[config.mk]
export PLATFORM = sky130hd
export DESIGN_NAME = mem_port_arbiter
export DESIGN_NICKNAME = d
export VERILOG_FILES = /design/src/rtl/mem_port_arbiter.sv
export SDC_FILE = /design/constraint.sdc
export NUM_CORES = 1
export LEC_CHECK = 0
export CORE_AREA = 2 2 114 116
export CTS_BUF_LIST = sky130_fd_sc_hd__clkbuf_4
export CTS_CLUSTER_DIAMETER = 50
export DETAILED_ROUTE_END_ITERATION = 8
export DIE_AREA = 0 0 116 118
export HOLD_SLACK_MARGIN = 0.03
export PLACE_DENSITY = 0.88
export SETUP_SLACK_MARGIN = 0.05
export SYNTH_ARGS = -nofsm -noshare
export SYNTH_HDL_FRONTEND = slang
export SYNTH_SLANG_ARGS = --single-unit
[constraint.sdc]
create_clock -name clk -period 2.15 [get_ports clk]
set_input_delay 0.5375 -clock clk [delete_from_list [all_inputs] [get_ports clk]]
set_output_delay 0.5375 -clock clk [all_outputs]
set_load 0.01 [all_outputs]
[src/rtl/mem_port_arbiter.sv]
// Shares one single-ported memory between instruction fetch and the LSU (LSU priority, starvation guard).
// Latency: grant same cycle as request in IDLE; read response 3 cycles later, write ack 2 cycles later.
// Backpressure: mem_ready stalls ISSUE and mem_rvalid stalls WAIT_R indefinitely; no new grant until back in IDLE.
module mem_port_arbiter #(
    parameter int DATA_W       = 32,
    parameter int ADDR_W       = 32,
    parameter int STARVE_LIMIT = 4
) (
    input  logic                clk,
    input  logic                rst,

    input  logic                if_req,
    input  logic [ADDR_W-1:0]   if_addr,
    output logic                if_gnt,
    output logic                if_rvalid,
    output logic [DATA_W-1:0]   if_rdata,

    input  logic                ls_req,
    input  logic                ls_we,
    input  logic [ADDR_W-1:0]   ls_addr,
    input  logic [DATA_W-1:0]   ls_wdata,
    input  logic [DATA_W/8-1:0] ls_strb,
    output logic                ls_gnt,
    output logic                ls_rvalid,
    output logic [DATA_W-1:0]   ls_rdata,

    output logic                mem_req,
    output logic                mem_we,
    output logic [ADDR_W-1:0]   mem_addr,
    output logic [DATA_W-1:0]   mem_wdata,
    output logic [DATA_W/8-1:0] mem_strb,
    input  logic                mem_ready,
    input  logic                mem_rvalid,
    input  logic [DATA_W-1:0]   mem_rdata,

    output logic                busy
);

    localparam int STRB_W = DATA_W / 8;
    localparam int CNT_W  = (STARVE_LIMIT < 1) ? 1 : $clog2(STARVE_LIMIT + 1);
    localparam logic [CNT_W-1:0] LIMIT = CNT_W'(STARVE_LIMIT);

    typedef enum logic [1:0] {
        IDLE   = 2'd0,
        ISSUE  = 2'd1,
        WAIT_R = 2'd2,
        RESP   = 2'd3
    } state_t;

    state_t              state_q;
    state_t              state_d;
    logic [CNT_W-1:0]    starve_cnt;
    logic                owner_ls;
    logic                lat_we;
    logic [ADDR_W-1:0]   lat_addr;
    logic [DATA_W-1:0]   lat_wdata;
    logic [STRB_W-1:0]   lat_strb;
    logic [DATA_W-1:0]   rdata_q;
    logic                fetch_forced;

    // Fetch overrides the LSU only once it has lost STARVE_LIMIT times in a row.
    assign fetch_forced = if_req && (starve_cnt == LIMIT);

    always_comb begin
        state_d = state_q;
        if_gnt  = 1'b0;
        ls_gnt  = 1'b0;
        case (state_q)
            IDLE: begin
                if (!rst) begin
                    if (ls_req && !fetch_forced) begin
                        ls_gnt  = 1'b1;
                        state_d = ISSUE;
                    end else if (if_req) begin
                        if_gnt  = 1'b1;
                        state_d = ISSUE;
                    end
                end
            end
            ISSUE: begin
                if (mem_ready) begin
                    state_d = lat_we ? RESP : WAIT_R;
                end
            end
            WAIT_R: begin
                if (mem_rvalid) begin
                    state_d = RESP;
                end
            end
            RESP: begin
                state_d = IDLE;
            end
            default: begin
                state_d = IDLE;
            end
        endcase
    end

    always_ff @(posedge clk) begin
        if (rst) begin
            state_q    <= IDLE;
            starve_cnt <= '0;
            owner_ls   <= 1'b0;
            lat_we     <= 1'b0;
            lat_addr   <= '0;
            lat_wdata  <= '0;
            lat_strb   <= '0;
            rdata_q    <= '0;
        end else begin
            state_q <= state_d;

            if (state_q == IDLE) begin
                if (!if_req || if_gnt) begin
                    starve_cnt <= '0;
                end else if (ls_gnt && starve_cnt != LIMIT) begin
                    starve_cnt <= starve_cnt + 1'b1;
                end
            end

            // rdata_q is cleared at grant time so write acks return zero data.
            if (ls_gnt) begin
                owner_ls  <= 1'b1;
                lat_we    <= ls_we;
                lat_addr  <= ls_addr;
                lat_wdata <= ls_we ? ls_wdata : '0;
                lat_strb  <= ls_we ? ls_strb : '0;
                rdata_q   <= '0;
            end else if (if_gnt) begin
                owner_ls  <= 1'b0;
                lat_we    <= 1'b0;
                lat_addr  <= if_addr;
                lat_wdata <= '0;
                lat_strb  <= '0;
                rdata_q   <= '0;
            end

            if (state_q == WAIT_R && mem_rvalid) begin
                rdata_q <= mem_rdata;
            end
        end
    end

    assign mem_req   = (state_q == ISSUE);
    assign mem_we    = lat_we;
    assign mem_addr  = lat_addr;
    assign mem_wdata = lat_wdata;
    assign mem_strb  = lat_strb;

    assign ls_rvalid = (state_q == RESP) && owner_ls;
    assign if_rvalid = (state_q == RESP) && !owner_ls;
    assign ls_rdata  = ls_rvalid ? rdata_q : '0;
    assign if_rdata  = if_rvalid ? rdata_q : '0;

    assign busy = (state_q != IDLE);

endmodule

Yosys cells after proc, flatten, opt, wreduce, memory -nomap -nowiden
Cells that the tools add are included.
{"block": "word_totals", "word_cells": 64, "ff_bits": 107, "input_bits": 139, "output_inout_bits": 139}
{"block": "classes", "mux": 30, "n_eq_ne": 8, "addsub": 1, "reduce_logical": 17}
{"operator": "two-way mux 32 bit", "n": 9}
{"operator": "two-way mux 4 bit", "n": 3}
{"operator": "two-way mux 1 bit", "n": 11}
{"operator": "two-way mux 2 bit", "n": 4}
{"operator": "one-hot mux 2 bit (4 select lines)", "n": 1}
{"operator": "logical AND 1 bit", "n": 6}
{"operator": "two-way mux 3 bit", "n": 2}
{"operator": "!= test 3 bit, second input constant", "n": 2}
{"operator": "nonzero test 2 bit", "n": 3}
{"operator": "== test 2 bit, second input constant", "n": 2}
{"operator": "adder 3 x 1 -> 3 bit, second input constant", "n": 1}
{"operator": "== test 3 bit, second input constant", "n": 1}
{"operator": "logical NOT 1 bit", "n": 3}
{"operator": "AND reduction 3 bit", "n": 1}
{"operator": "nonzero test 3 bit", "n": 1}
{"operator": "== test 2 x 1 -> 1 bit, second input constant", "n": 1}
{"operator": "logical NOT 2 bit", "n": 1}
{"operator": "!= test 2 x 1 -> 1 bit, second input constant", "n": 1}
{"operator": "!= test 2 bit, second input constant", "n": 1}
{"operator": "AND reduction 2 bit", "n": 1}
{"operator": "logical OR 1 bit", "n": 1}

Depth between registers and ports, before layout
Gate-level depths: netlist (run 1).
{"block": "depth", "ltp_word": 10, "mapped_depth": 8, "mapped_depth_nobuf": 5}

Least setup slack after synthesis (run 1)
No wires, ideal clock.
{"block": "synth_timing", "path_kind": "register to output", "from": "reg starve_cnt[0]", "to": "out if_gnt", "n_path_buf": 1, "setup_slack_ps": 246, "arrival_time_ps": 1367, "required_time_ps": 1612, "stages_incl_launch_ff": 6, "path_cell_list": "dfxtp_1 -> inv_1 -> ha_1 -> nand3_1 -> clkbuf_1 -> a211oi_1"}
{"block": "synth_between", "elab_chain_cells": 7}
{"element": "from (decl)", "line": "52", "source": "logic [CNT_W-1:0] starve_cnt;"}
{"element": "from (signal assigned)", "line": "116", "source": "starve_cnt <= starve_cnt + 1'b1;"}
{"element": "== test 3 bit", "line": "62", "source": "assign fetch_forced = if_req && (starve_cnt == LIMIT);"}
{"element": "logical AND 1 bit", "line": "62"}
{"element": "logical NOT 1 bit", "line": "71", "source": "if (ls_req && !fetch_forced) begin"}
{"element": "logical AND 1 bit", "line": "71"}
{"element": "two-way mux 1 bit", "line": "71"}
{"element": "two-way mux 1 bit", "line": "70", "source": "if (!rst) begin"}
{"element": "two-way mux 1 bit", "line": "68", "source": "case (state_q)"}
{"element": "to (decl)", "line": "14", "source": "output logic if_gnt,"}
No other way between the ends.

Worst setup path in the final report (run 1)
{"block": "layout_timing", "from": "reg state_q[1]", "to": "out if_rdata[20]"}
{"block": "layout_between", "elab_chain_cells": 3}
{"element": "from (decl)", "line": "50", "source": "state_t state_q;"}
{"element": "from (signal assigned)", "line": "110", "source": "state_q <= state_d;"}
{"element": "== test 2 bit", "line": "150", "source": "assign if_rvalid = (state_q == RESP) && !owner_ls;"}
{"element": "logical AND 1 bit", "line": "150"}
{"element": "two-way mux 32 bit", "line": "152", "source": "assign if_rdata = if_rvalid ? rdata_q : '0;"}
{"element": "to (decl)", "line": "16", "source": "output logic [DATA_W-1:0] if_rdata,"}
No other way between the ends.

==> results of run 1 <==
## metal layers
layer / vias up / track usage (%)
li1: 2622 / -
met2: 298 / 45.0
met5: - / 0
met3: 47 / 6.75
met4: 0 / 13.0
met1: 2689 / 29.4
## worst max path at each step
| stage | start | endpoint | cells after the start |
|---|---|---|---|
| final | state_q[1] | if_rdata[20] | 6 |
| after global routing | state_q[1] | if_rdata[20] | 6 |
| after CTS | state_q[1] | if_rdata[18] | 6 |
| after detailed placement | ls_req | mem_addr[21] | 5 |
| after global placement | ls_req | mem_addr[0] | 5 |
| after floorplan | starve_cnt[0] | if_gnt | 5 |
## Yosys cell counts, types with 6 or more instances
master,count,share of area [%]
a32o_1,36,7.3
nand4_1,35,4.5
dfxtp_1,107,44
o211ai_1,32,4.9
buf_2,14,1.4
clkbuf_1,47,3.6
nand2_1,36,2.8
o21ai_0,33,3.4
a21oi_1,68,6.9
and3_1,33,4.2
a311oi_1,32,5.7
ha_1,6,1.5
and2_1,36,4.6
## metrics by stage
stage / hold WS, ns / util (%) / TNS [ns]
after global placement: 0.474 / 63.5 / -22.07
final: 0.516 / 67.1 / -1.64
after CTS: 0.518 / 65.2 / -4.93
after floorplan: 0.453 / - / 0
after global routing: 0.540 / 67.1 / -5.60
after detailed placement: 0.483 / 63.5 / -28.36
## cells by family (layout without fill, tap and decap cells)
logic type | count (synthesis) | count (layout) | share of synthesized area (%)
AND/OR/NAND/NOR | 157 | 157 | 18.5
flip-flops | 107 | 107 | 43.7
buffers and inverters | 75 | 337 | 6.78
other | 0 | 2 | 0
adder cells (fa/ha/maj) | 6 | 6 | 1.53
AO/OA/AOI/OAI | 209 | 209 | 29.6
## power breakdown
| part | internal [mW] | switching [mW] |
|---|---|---|
| registers | 2.32 | 0.224 |
| logic | 1.36 | 1.43 |
| clock network | 0.612 | 0.723 |
## timing repair
| action | CTS | global route |
|---|---|---|
| setup buffers | 8 | 2 |
| setup endpoints to repair | 102 | 70 |
| gates cloned | 2 | 0 |
| pin swaps | 7 | 4 |
| gates resized for setup | 336 | 64 |
## worst max-delay path: stages (launching register included)
cell	delay [ns]
dfxtp_4	0.41
ha_4	0.14
nor2b_4	0.20
buf_12	0.15
buf_8	0.11
and2_1	0.13
buf_2	0.13
## area by class of cell
cell class              instances  area (µm²)  share of cell area, %
diodes                          2        5.00                 0.0600
well taps                     172         215                   2.58
inverters                       6        22.5                  0.270
clock inverters                 7         135                   1.62
multi-input cells             372        2650                   31.8
flip-flops and latches        107        2150                   25.8
repair buffers                315        3090                   37.1
clock buffers                   9        67.6                  0.811
## sequential cells by signal, indices dropped and copies added, names as in the netlist
register,cells
mem_we,1
mem_wdata,32
owner_ls,1
state_q,2
starve_cnt,3
mem_addr,32
mem_strb,4
rdata_q,32
==> impl_metrics.tcl, run 1 <==
set metrics [dict create \
    status "complete, but fails checks" \
    violations "setup timing" \
    postPlaceCellArea_mm2 0.00788 \
    synth_cells 554 \
    synth_cell_types 37 \
    post-place-ws_ns -0.683 \
    place_congestion 0.829 \
    grt_usage_pct 26.1 \
    post-route-min-period_ns 2.27 \
    hold_violations 0 \
    crit_arrival_ns 1.73 \
    drv_slew 0 \
    grt_max_degree 65 \
    power.total_mw 6.67 \
    synth-seq-cells 107 \
    clk_latency_ns 0.47 \
    dp.cells 963 \
    period_share_pct 106 \
    htree_levels 3 \
    reg2reg_from "state_q[1]" \
    synth_warnings 0 \
    syn_nets 699 \
    io_buffers 277 \
    grt_pass1_vias 5629 \
    slew_headroom_pct 48.6 \
    wl_met1_um 6890 \
    drive_gt1_share_pct 22.9 \
    ff2ff_path_depth 6 \
    fin_nets 956 \
    viasPerCell 5.71 \
    r2r_setup_slack_ns 0.26 \
    start_kind "flop" \
    path_clk_slew_ns 0.19 \
    end_kind "output port" \
    ys_seq_area_share_pct 43.7 \
    vdd_drop_max_mv 0.528 \
    critical_path_required_ns 1.61 \
    final_cells 990 \
    hp-start "mem_strb[1]" \
    cts-root-buf "clkbuf_4" \
    drc_errors 0 \
    cts_buffers 9 \
    die_h_um 118 \
    routed_wl_um 18600 \
    clock_sinks 107 \
    p_leak_nw 3.09 \
    holdPathEnd "mem_strb[1]" \
    hold_depth 1 \
    worstMarginPinSlew_ns 0.769 \
    drv_cap 0 \
    min_path_type "flop to flop" \
    grt_pass1_wl_um 28500 \
    syn_area_mm2 0.00491 \
    core_mm2 0.0124 \
    max_freq_ghz 0.440 \
    fp-row-count 41 \
    antenna_left 0 \
    grt_antenna_before_repair 2 \
    first_iter_violations 387 \
    start_util_pct 39.5 \
    synth-main-ff-cell "dfxtp_1" \
    regToRegEndpoint "mem_addr[31]" \
    dp_hpwl_um 12900 \
    wl_met3_um 1610 \
    async_reset_ff_share_pct 0 \
    setup_slack_ns -0.122 \
    die-area_mm2 0.0137 \
    wl_met2_um 9420 \
    setup_viol 32 \
    drtPass1Iterations 5 \
    clockBufferDepth 2 \
    cts-hold-fix-buffers 0 \
    routedWlPerCell_um 18.8 \
    routed.top_layer "met4" \
    rsz0062_at_grt "yes" \
    finish.instance_area_mm2 0.00834 \
    vias 5656 \
    layout_common_cells "205 x clkdlybuf4s50_1, 103 x dfxtp_1, 68 x a21oi_1" \
    grt_overflow 0 \
    path_max_fanout 6 \
    die_x_um 116 \
    finalClockSkew_ns 0.0332 \
    cts_tree "yes" \
    syn_to_final_growth_pct 69.9 \
    p_per_area_mw_per_mm2 800 \
    ioPinCount 278 \
    num-fill-cells 988 \
    mostFrequentLayoutCell "clkdlybuf4s50_1" \
    syn_avg_cell_area_um2 8.86 \
    worstSetupPathType "flop to output port" \
    synth-edff-count 0 \
]
(Power assumes the default switching activity.)
==> run 2: changes to the inputs <==
Settings changed: CORE_AREA 2 2 114 116 to 2 2 103 129, DIE_AREA 0 0 116 118 to 0 0 105 131.
==> run 2 against run 1 <==
  * The run still ends with setup timing left
  * Count of clock-buffer cells in the layout grew 1
  * Critical path depth is the same
  * Clock power shrank 19%
  * Critical path type unchanged
  * Total power shrank 3.2%
  * Clock skew shrank 0.014 ns
  * Sequential share of layout area grew 0.19 points
  * Combinational power grew 2%
  * Highest routed layer unchanged
  * Global-route usage shrank 1.5 points
  * Wire length shrank 3.3%
  * Sequential power is essentially flat
==> impl_metrics.tcl, run 2 (same netlist as run 1, synthesis figures left out) <==
set metrics [dict create \
    post-place-ws_ns -0.543 \
    first_iter_violations 288 \
    viasPerCell 5.65 \
    post-route-min-period_ns 2.25 \
    whs_ns 0.333 \
    worstSetupPathType "flop to output port" \
    cts-hold-fix-buffers 0 \
    die_h_um 131 \
    drive_gt1_share_pct 22.1 \
    clockBufferDepth 2 \
    end_kind "output port" \
    cts_tree "yes" \
    io_buffers 277 \
    min_path_type "input pin to flop" \
    drv_cap 0 \
    clk_latency_ns 0.45 \
    cpPeakStageDelay_ns 0.39 \
    path_clk_slew_ns 0.16 \
    path_cells "ha_4 -> nor2b_4 -> buf_6 -> clkbuf_16 -> and2_1 -> buf_2" \
    finalClockSkew_ns 0.0193 \
    violations "setup timing" \
    seqPwrFrac_pct 39.1 \
    grt_max_degree 55 \
    start_util_pct 39.1 \
    routedWlPerCell_um 18.2 \
    place_congestion 0.869 \
    slew_headroom_pct 74.2 \
    cts-root-buf "clkbuf_4" \
    switching_power_mw 2.31 \
    hold_violations 0 \
    period_share_pct 105 \
    num-fill-cells 1040 \
    reg2reg_from "state_q[0]" \
    crit_arrival_ns 1.71 \
    die_x_um 105 \
    start_kind "flop" \
    drtPass1Iterations 5 \
    antenna_left 0 \
    syn_to_final_growth_pct 68.6 \
    die-area_mm2 0.0138 \
    dp_hpwl_um 12400 \
    htree_levels 3 \
    layout_common_cells "205 x clkdlybuf4s50_1, 103 x dfxtp_1, 68 x a21oi_1" \
    grt_pass1_wl_um 27300 \
    grt_antenna_before_repair 1 \
    cp_slowest_cell "dfxtp_4" \
    critPathTopFamily "buffers and inverters" \
    mostFrequentLayoutCell "clkdlybuf4s50_1" \
    fp-row-count 46 \
    grt_pass1_vias 5349 \
    hp-start "rst" \
    core_mm2 0.0125 \
    vdd_drop_max_mv 0.467 \
    hold_depth 2 \
    fin_nets 959 \
    path_max_fanout 8 \
    clockPowerShare_pct 16.8 \
    status "complete, but fails checks" \
    routed_wl_um 18000 \
    p_per_area_mw_per_mm2 780 \
    p_leak_nw 3.13 \
    p_sw_share_pct 35.8 \
    cts_buffers 9 \
    grt_usage_pct 24.6 \
    ioPinCount 278 \
    r2r_setup_slack_ns 0.29 \
    setup_slack_ns -0.0976 \
    drc_errors 0 \
    worstMarginPinSlew_ns 0.386 \
    grt_overflow 0 \
    max_freq_ghz 0.445 \
    holdPathEnd "starve_cnt[2]" \
    rsz0062_at_grt "yes" \
    p_int_mw 4.14 \
    critical_path_required_ns 1.61 \
    drv_slew 0 \
    clock_sinks 107 \
    setup_viol 31 \
    ff2ff_path_depth 7 \
    vias 5585 \
    regToRegEndpoint "mem_addr[24]" \
    worst-path-buf-inv 3 \
    pwr-share-comb_pct 44.1 \
]
## run 2: changes by cell type in the layout (fill, tap and decap cells not counted), sizes merged
cell,before,now
bufinv,3,1
clkbuf,9,11
bufbuf,0,1
clkinvlp,0,1
diode,2,1
dlygate4sd2,1,2
## run 2: worst register-to-register path, stage by stage, from the launching register on
cell and delay, ns:
dfxtp_4 0.39, inv_1 0.12, ha_4 0.19, buf_4 0.14, and2b_2 0.20, buf_12 0.24, nand4_1 0.15, a311oi_1 0.35
## run 2: layout make-up
type / count / area, µm² / area share, %
Inverter: 6 / 22.5 / 0.272
Timing Repair Buffer: 318 / 3150 / 38.1
Sequential cell: 107 / 2150 / 26.0
Multi-Input combinational cell: 372 / 2590 / 31.3
Clock inverter: 6 / 72.6 / 0.877
Clock buffer: 10 / 75.1 / 0.907
Tap cell: 168 / 210 / 2.54
Antenna cell: 1 / 2.50 / 0.0302
## run 2: timing repair
action                     in CTS  in global routing
gates resized for setup       310                 62
setup buffers                   3                  4
setup endpoints to repair      70                 70
pin swaps                       2                  5
gates cloned                    2                  1
## run 2: stage by stage
step | setup TNS (ns) | area, µm² | power, mW | util (%) | cells
after floorplan | 0 | 4910 | 3.84 | - | 554
after global placement | -4.86 | 7930 | 5.15 | 63.2 | 962
after detailed placement | -6.90 | 7930 | 5.22 | 63.2 | 962
after CTS | -2.90 | 7980 | 6.45 | 63.6 | 983
after global routing | -5.67 | 8280 | 6.83 | 66.0 | 988
final | -1.82 | 8280 | 6.46 | 66.0 | 988
## run 2: power groups by stage
stage               combinational (mW)  sequential [mW]  clock [mW]
finish                            2.85             2.52        1.08
global route                      3.08             2.57        1.19
CTS                               2.81             2.51        1.13
detailed placement                2.68             2.54           0
global placement                  2.63             2.52           0
floorplan                         1.22             2.62           0
## run 2: worst max path at each step
stage / end / cells past startpoint / start
after floorplan: if_gnt / 5 / starve_cnt[0]
after global placement: if_gnt / 4 / if_req
after detailed placement: if_gnt / 4 / if_req
after CTS: if_rdata[11] / 5 / state_q[1]
after global routing: if_rdata[1] / 6 / state_q[0]
final: if_rdata[20] / 6 / state_q[0]
## run 2: routing by layer
| layer | GRT usage, % | vias up | part of all wire, % |
|---|---|---|---|
| li1 | - | 2637 | - |
| met1 | 28.0 | 2673 | 38 |
| met2 | 45.0 | 249 | 53 |
| met3 | 6.10 | 26 | 7.1 |
| met4 | 8.94 | 0 | 2.0 |
| met5 | 0 | - | 0 |
==> RTL edit, RTL diff (flow settings as in run 1) <==
Set the parameter `STARVE_LIMIT` to 8 (it was 4).
--- a/src/rtl/mem_port_arbiter.sv
+++ b/src/rtl/mem_port_arbiter.sv
@@ -4,7 +4,7 @@
 module mem_port_arbiter #(
     parameter int DATA_W       = 32,
     parameter int ADDR_W       = 32,
-    parameter int STARVE_LIMIT = 4
+    parameter int STARVE_LIMIT = 8
 ) (
     input  logic                clk,
     input  logic                rst,
Formal check against the unedited RTL: no difference found for any inputs over 4 cycles, from zero or initial values and one cycle with rst high; that may be too few to reach the edited logic, so the function may still have changed.
==> RTL edit against run 1 <==
The flow still finishes with violations (negative setup slack); critical path depth increased by 1; cell area fell by 0.96%; power grew 8.5%; sequential cell count up 1; area after synthesis fell by 1.0%; setup slack lost 0.040 ns; largest power group unchanged; routed wire length down 8.1%; sequential power up 3%; global-route usage shrank 2.5 points; largest cell class unchanged.
==> RTL edit: results (changes against run 1) <==
INFO  metric switching_share = 35.90% (+0.24 points)
INFO  metric hold_path_startpoint = rdata_q[9]
INFO  metric timing.reg2reg.worst_path_depth = 8 (+2)
INFO  metric setup_total_negative_slack = -2.928 ns (-1.285 ns)
INFO  metric first_pass_grt_wire_length = 25890 um (-9.2%)
INFO  metric avgRoutedWirePerCell = 17.02 um (-9.5%)
INFO  metric worst_margin_pin_slew = 0.7939 ns (+0.02491 ns)
INFO  metric finalNetCount = 972 (+1.7%)
INFO  metric seq_area_frac_synth = 44.51% (+0.86 points)
INFO  metric placement_stage_cell_area = 0.007825 sq mm (-0.67%)
INFO  metric vias_per_cell = 5.200 (-9.0%)
INFO  metric status = finished with violations
INFO  metric place.detailed.hpwl = 11610 um (-10%)
INFO  metric final.hold.worst_slack = 0.4876 ns (-0.02808 ns)
INFO  metric p_leak = 3.303 nW (+7.0%)
INFO  metric antenna_found_initial = 1 (-1)
INFO  metric gp_congestion = 0.7699 (-7.1%)
INFO  metric worst_clock_skew = 0.02284 ns (-0.01038 ns)
INFO  metric grt_start_max_net_pins = 72 (+11%)
INFO  metric violations = negative setup slack
INFO  metric hold_path_end = rdata_q[9]
INFO  metric synth.distinct_cells = 37 (unchanged)
INFO  metric worstPathMaxFanout = 4 (-2)
INFO  metric detail_route.iter0.violations = 292 (-25%)
INFO  metric synthesis.nets = 691 (-1.1%)
INFO  metric clk_transition_reported_paths = 0.16 ns (-0.03 ns)
INFO  metric setup_viol = 42 (+31%)
INFO  metric min_path_type = flop to flop
INFO  metric grt_pass1_vias = 5102 (-9.4%)
INFO  metric layout-drive-gt1-share = 23.56% (+0.64 points)
INFO  metric worst_slack = -0.1615 ns (-0.03970 ns)
INFO  metric compound_cell_area_share_of_the_yosys_netlist = 23.44% (-6.1 points)
INFO  metric worst-endpoint-arrival = 1.77 ns (+0.04 ns)
INFO  metric top_cells_by_instance_count_after_synthesis = 108 x sky130_fd_sc_hd__dfxtp_1, 63 x sky130_fd_sc_hd__a21oi_1, 39 x sky130_fd_sc_hd__nand2_1
INFO  metric power.ir.vdd_worst = 0.5442 mV (+3.0%)
INFO  metric timing.rr.end = state_q[0]
INFO  metric drt_pass_1_iters = 4 (-1)
INFO  metric synth-adder-area-share = 1.546% (+0.016 points)
INFO  metric timing.hold.worst_path_depth = 2 (+1)
INFO  metric synth.top_cells.by_area = sky130_fd_sc_hd__dfxtp_1 45%, sky130_fd_sc_hd__o221a_1 7.0%, sky130_fd_sc_hd__a21oi_1 6.5%
INFO  metric grt_util_all_layers = 23.68% (-2.5 points)
RTL edit: what timing repair did:
action,CTS,global route
hold endpoints to repair,0,0
gates resized for setup,342,48
setup buffers,13,2
pin swaps,22,3
cloned,4,1
setup endpoints to repair,70,70
hold buffers,0,0
RTL edit: how the worst max path moves through the flow:
stage / startpoint / to / slack, ns / depth (start not counted)
finish: state_q[0] / if_rdata[14] / -0.16 / 7
global route: state_q[1] / if_rdata[5] / -0.26 / 7
CTS: state_q[1] / if_rdata[14] / -0.19 / 7
detailed placement: if_req / if_gnt / -0.32 / 5
global placement: if_req / if_gnt / -0.34 / 5
floorplan: state_q[0] / if_gnt / 0.28 / 7
RTL edit: power by group through the flow:
stage	clock network, mW	registers (mW)	logic (mW)
2_1_floorplan	0	2.74	1.57
3_3_place_gp	0	2.61	3.13
3_5_place_dp	0	2.62	3.17
4_1_cts	1.21	2.60	3.40
5_1_grt	1.30	2.65	3.71
6_report	1.18	2.61	3.46
RTL edit: layout make-up:
| type | count | area, sq um |
|---|---|---|
| Timing Repair Buffer | 324 | 3187 |
| Multi-Input combinational cell | 347 | 2374 |
| Inverter | 37 | 141.4 |
| Tap cell | 172 | 215.2 |
| Antenna cell | 1 | 2.502 |
| Clock inverter | 7 | 97.59 |
| Fill cell | 998 | 4159 |
| Clock buffer | 9 | 67.56 |
| Sequential cell | 108 | 2171 |
RTL edit: per-stage QoR:
step	setup slack, ns	utilization, %	cells
CTS	-0.1905	64.77	1002
finish	-0.1615	66.50	1005
global placement	-0.3377	63.03	969
global route	-0.2571	66.50	1005
detailed placement	-0.3237	63.03	969
floorplan	0.2799	-	546
RTL edit: kinds of logic (layout without fill, tap and decap cells):
group,after synthesis,after routing
and+or+nand+nor,194,194
AOI/OAI and AO/OA,147,147
DFF,108,108
buffers and inverters,91,377
adders and majority gates,6,6
other,0,1
RTL edit: critical path, delay by kind of cell, from the launching register on:
| family | cells | cell delay (ns) |
|---|---|---|
| flip-flops | 1 | 0.40 |
| adder cells (fa/ha/maj) | 1 | 0.13 |
| buffers and inverters | 4 | 0.43 |
| AND/OR/NAND/NOR | 2 | 0.36 |
RTL edit: routing by layer:
layer  global-route usage [%]  routed length [um]  share of wire [%]  vias up
met4                    9.747                 534                3.1        0
met2                    41.41                8809                 52      221
met1                    26.18                6452                 38     2456
met5                        0                   0                  0        -
met3                    7.415                1304                7.6       40
li1                         -                   -                  -     2509
